File: src/rtl/alu_issue_ctrl.sv
// alu_issue_ctrl: accepts one decoded ALU request at a time, drives the
// registered operands/opcode to an external ALU, waits for them to settle,
// samples the result and holds it until the consumer takes it.
// Optional feature: define ALU_ISSUE_SLT_FIX_EN to compute SLT results
// locally from the registered operands instead of trusting alu_z.
module alu_issue_ctrl #(
  parameter int SETTLE_CYCLES = 1
) (
  input  logic        clk,
  input  logic        rst_n,
  input  logic        req_valid,
  output logic        req_ready,
  input  logic [1:0]  req_aluop,
  input  logic [2:0]  req_funct3,
  input  logic        req_funct7_5,
  input  logic [31:0] req_a,
  input  logic [31:0] req_b,
  output logic [2:0]  alu_op,
  output logic [31:0] alu_a,
  output logic [31:0] alu_b,
  input  logic [31:0] alu_z,
  input  logic        alu_ex,
  output logic        resp_valid,
  input  logic        resp_ready,
  output logic [31:0] resp_data,
  output logic        resp_zero,
  output logic        resp_err
);

  typedef enum logic [1:0] {IDLE, DRIVE, RESP} state_t;

  localparam logic [2:0] OP_AND = 3'b000;
  localparam logic [2:0] OP_OR  = 3'b001;
  localparam logic [2:0] OP_ADD = 3'b010;
  localparam logic [2:0] OP_SUB = 3'b110;
  localparam logic [2:0] OP_SLT = 3'b111;

  localparam logic [1:0] CNT_INIT = 2'(SETTLE_CYCLES - 1);

  state_t      state;
  logic [1:0]  settle_cnt;
  logic        settle_done;
  logic [2:0]  dec_op;
  logic        dec_legal;
  logic [31:0] sample_data;

  // Translate the request class and funct fields into an ALU opcode.
  always_comb begin
    dec_op    = OP_ADD;
    dec_legal = 1'b1;
    case (req_aluop)
      2'b00: dec_op = OP_ADD;
      2'b01: dec_op = OP_SUB;
      default: begin
        case (req_funct3)
          3'b111: dec_op = OP_AND;
          3'b110: dec_op = OP_OR;
          3'b010: dec_op = OP_SLT;
          3'b000: dec_op = (req_aluop == 2'b10 && req_funct7_5) ? OP_SUB : OP_ADD;
          default: dec_legal = 1'b0;
        endcase
      end
    endcase
  end

  // Choose what gets captured as the response when the ALU has settled.
  always_comb begin
    sample_data = alu_z;
`ifdef ALU_ISSUE_SLT_FIX_EN
    if (alu_op == OP_SLT) begin
      sample_data = {31'b0, ($signed(alu_a) < $signed(alu_b))};
    end
`endif
  end

  assign resp_zero = (resp_data == 32'd0);

  // Issue FSM: accept in IDLE, hold operands through DRIVE, present in RESP.
  // After the settle counter reaches zero one further cycle is spent so the
  // result is captured SETTLE_CYCLES+1 edges after the accept.
  always_ff @(posedge clk) begin
    if (!rst_n) begin
      state       <= IDLE;
      req_ready   <= 1'b1;
      resp_valid  <= 1'b0;
      alu_op      <= 3'b000;
      alu_a       <= 32'd0;
      alu_b       <= 32'd0;
      resp_data   <= 32'd0;
      resp_err    <= 1'b0;
      settle_cnt  <= 2'd0;
      settle_done <= 1'b0;
    end else begin
      case (state)
        IDLE: begin
          if (req_valid) begin
            req_ready <= 1'b0;
            if (dec_legal) begin
              alu_op      <= dec_op;
              alu_a       <= req_a;
              alu_b       <= req_b;
              settle_cnt  <= CNT_INIT;
              settle_done <= 1'b0;
              state       <= DRIVE;
            end else begin
              resp_data  <= 32'd0;
              resp_err   <= 1'b1;
              resp_valid <= 1'b1;
              state      <= RESP;
            end
          end
        end
        DRIVE: begin
          if (settle_done) begin
            resp_data   <= sample_data;
            resp_err    <= alu_ex;
            resp_valid  <= 1'b1;
            settle_done <= 1'b0;
            state       <= RESP;
          end else if (settle_cnt == 2'd0) begin
            settle_done <= 1'b1;
          end else begin
            settle_cnt <= settle_cnt - 2'd1;
          end
        end
        RESP: begin
          if (resp_ready) begin
            resp_valid <= 1'b0;
            req_ready  <= 1'b1;
            state      <= IDLE;
          end
        end
        default: begin
          resp_valid <= 1'b0;
          req_ready  <= 1'b1;
          state      <= IDLE;
        end
      endcase
    end
  end

endmodule

File: config.mk
export PLATFORM = sky130hd
export DESIGN_NAME = alu_issue_ctrl
export DESIGN_NICKNAME = d
export VERILOG_FILES = /design/src/rtl/alu_issue_ctrl.sv
export SDC_FILE = /design/constraint.sdc
export NUM_CORES = 1
export LEC_CHECK = 0
export ABC_AREA = 1
export CORE_ASPECT_RATIO = 0.6
export CORE_MARGIN = 4
export CORE_UTILIZATION = 25
export CTS_CLUSTER_SIZE = 24
export DETAILED_ROUTE_END_ITERATION = 10
export PLACE_DENSITY = 0.52
export SLEW_MARGIN = 20
export SYNTH_ARGS = -nofsm -noshare
export SYNTH_HDL_FRONTEND = slang
export SYNTH_SLANG_ARGS = --single-unit
File: constraint.sdc
create_clock -name clk -period 2.2 [get_ports clk]
set_input_delay 0.44 -clock clk [delete_from_list [all_inputs] [get_ports clk]]
set_output_delay 0.44 -clock clk [all_outputs]
set_load 0.1 [all_outputs]
==> impl_metrics.env <==
export IMPL_status="complete, no violations"
export IMPL_hp_class="flop to flop"
export IMPL_die_x_um=177
export IMPL_synth_top_area_share_pct=49.9
export IMPL_power_frac_comb_pct=43.2
export IMPL_grt_overflow_total=0
export IMPL_startpoint_type="flop"
export IMPL_end_kind="primary output"
export IMPL_synth_cells=600
export IMPL_clk_latency_ns=0.35
export IMPL_clockBufferDepth=2
export IMPL_ys_ff_latch=107
export IMPL_cts_buffers=9
export IMPL_clockRootBuffer="clkbuf_16"
export IMPL_crit_chain="nor2_1 > nand4_1 > nor2_4 > nor3b_4 > buf_12"
export IMPL_yosys_warnings=0
export IMPL_yosysTopAreaCell="dfxtp_1"
export IMPL_synth_area_um2=4290
export IMPL_multi_input_area_um2=1900
export IMPL_area_growth_pct=56.3
export IMPL_drt_first_iter_violations=231
export IMPL_clock_skew_ns=0.0139
export IMPL_critPathKind="flop to primary output"
export IMPL_avgViaCountPerCell=4.42
export IMPL_clockPowerShare_pct=22.9
export IMPL_n_fill_cell=1709
export IMPL_p_leak_nw=2.79
export IMPL_postRouteAntennaNets=0
export IMPL_dieArea_um2=19400
export IMPL_clkTransAtPathRegs_ns=0.07
export IMPL_worst_pin_slew_ns=0.399
export IMPL_wl_per_cell_um=14.1
export IMPL_final_cell_mix="214 x nand2_1, 108 x buf_4, 106 x a21oi_1, 106 x clkdlybuf4s50_1, 75 x dfxtp_1"
export IMPL_grt_pass1_vias=4424
export IMPL_portBuffers=209
export IMPL_grt_use_total_pct=14.4
export IMPL_post_cts_setup_buffers=0
export IMPL_hold_buffers=0
export IMPL_slew_headroom_pct=73.4
export IMPL_antenna_found_initial=0
export IMPL_drv_slew=0
export IMPL_switching_power_mw=3.12
export IMPL_slowest_delay_ns=0.33
export IMPL_core_area_um2=16500
export IMPL_grt_pass1_wl_mm=22.6
export IMPL_power_internal_mw=3.72
export IMPL_tns_ns=0
export IMPL_clock_fmax_mhz=466
export IMPL_initial_core_util_pct=26.0
export IMPL_dp_final_hpwl_mm=10.7
export IMPL_ys_seq_area_share_pct=49.9
export IMPL_cellPowerDensity_nw_per_um2=1020
export IMPL_setup_viol=0
export IMPL_syn_nets=708
export IMPL_regToRegSetupSlack_ns=0.64
export IMPL_slowest_stage="dfxtp_2"
export IMPL_drive_gt1_share_pct=21.8
export IMPL_rsz0062_at_grt="no"
export IMPL_cts_sinks=107
export IMPL_route_detailed_drc=0
export IMPL_row_count=36
export IMPL_ys_top_cells_by_area="dfxtp_1 50%, nand2_1 19%, a21oi_1 12%, nor2_1 4.8%, nand3_1 4.5%"
export IMPL_cts_tree="built"
export IMPL_final_period_utilization_pct=97.5
export IMPL_ios=210
export IMPL_grt_max_degree=68
export IMPL_first_pass_iters=4
export IMPL_synthDistinctLibCells=24
export IMPL_seqCellArea_um2=2180
export IMPL_finalWirelength_mm=14.4
export IMPL_final_common_cell="nand2_1"
export IMPL_vias=4521
export IMPL_gp_congestion=0.792
export IMPL_diodes=0
export IMPL_postPlaceCellArea_um2=6410
export IMPL_die_h_um=109
export IMPL_critPathMaxFanout=3
export IMPL_cts_max_level=3
export IMPL_stdcell_area_um2=6710
export IMPL_required_ns=1.76
export IMPL_maxCapViolations=0
export IMPL_p_sw_share_pct=45.6
export IMPL_worstPathArrival_ns=1.70
export IMPL_avgSynthCellArea_um2=7.15
export IMPL_fin_nets=897
export IMPL_post_route_min_period_ns=2.14
export IMPL_hold_viol=0
export IMPL_p_seq_share_pct=33.9
export IMPL_ir_drop_mv=0.380
path summary, 6_finish.rpt:
path | startpoint | cells after the start | endpoint
worst max-delay path | resp_data[2] | 5 | resp_zero
worst min-delay path | alu_b[14] | 2 | alu_b[14]
worst max register to register | state[0] | 8 | settle_cnt[1]
worst min register to register | alu_b[14] | 2 | alu_b[14]
timing repair:
action	4_1_cts	5_1_grt
setup endpoints to repair	1	1
gates resized for setup	1	1
pin swaps	0	1
cells in the mapped netlist, drive strengths merged:
library cell	instances
clkbuf	21
dfxtp	107
clkinv	1
nor2	58
nor3b	1
a21oi	106
o31ai	1
ha	1
nor3	2
inv	17
nand3	40
nand2	215
o21ai	3
a22oi	1
nand4	5
buf	21
metal layers:
| metal | vias to the layer above | wire, um | track usage, % |
|---|---|---|---|
| met4 | 0 | 132 | 2.87 |
| met3 | 12 | 1560 | 6.77 |
| li1 | 2311 | - | - |
| met5 | - | 0 | 0 |
| met1 | 2056 | 6590 | 18.9 |
| met2 | 142 | 6090 | 21.8 |
per-stage QoR:
stage | hold slack, ns | setup WS [ns] | total power, mW | utilization [%] | std cells
final | 0.466 | 0.0551 | 6.84 | 40.6 | 1022
after global routing | 0.492 | 0.00274 | 7.23 | 40.6 | 1022
after CTS | 0.468 | 0.0197 | 6.93 | 40.6 | 1022
after detailed placement | 0.456 | 0.0822 | 5.32 | 38.8 | 1006
after global placement | 0.450 | 0.106 | 5.30 | 38.8 | 1006
after floorplan | 0.449 | 0.0840 | 4.57 | - | 600
critical path, delay by kind of cell, from the launching register on:
kind                   cells  cell delay [ns]
buffers and inverters      1             0.20
flip-flops                 1             0.33
AND/OR/NAND/NOR            4             0.83
state kept, by name, summed over array words and instances (netlist names):
| register | cells |
|---|---|
| settle_cnt | 2 |
| resp_valid | 1 |
| state | 2 |
| resp_err | 1 |
| alu_a | 32 |
| settle_done | 1 |
| req_ready | 1 |
| alu_op | 3 |
| alu_b | 32 |
| resp_data | 32 |
power groups by stage:
stage	Combinational (mW)	Sequential (mW)	Clock, mW
after floorplan	0.799	3.77	0
after global routing	3.14	2.35	1.73
after global placement	2.95	2.36	0
after CTS	2.97	2.32	1.65
after detailed placement	2.96	2.36	0
final	2.96	2.32	1.57
cell type report:
| class | count | area share, % |
|---|---|---|
| clock buffers | 9 | 3.36 |
| clock inverters | 7 | 0.914 |
| inverters | 18 | 1.01 |
| multi-input cells | 433 | 28.3 |
| flip-flops and latches | 107 | 32.5 |
| well taps | 228 | 4.25 |
| repair buffers | 220 | 29.7 |
kinds of logic after synthesis:
| kind of cell | count (synthesis) | share of synthesized area (%) |
|---|---|---|
| adders and majority gates | 1 | 0.291 |
| DFF | 107 | 49.9 |
| buffers and inverters | 60 | 6.53 |
| and+or+nand+nor | 321 | 30.2 |
| AOI/OAI and AO/OA | 111 | 13.1 |
Power figures use the tool's default switching activity.
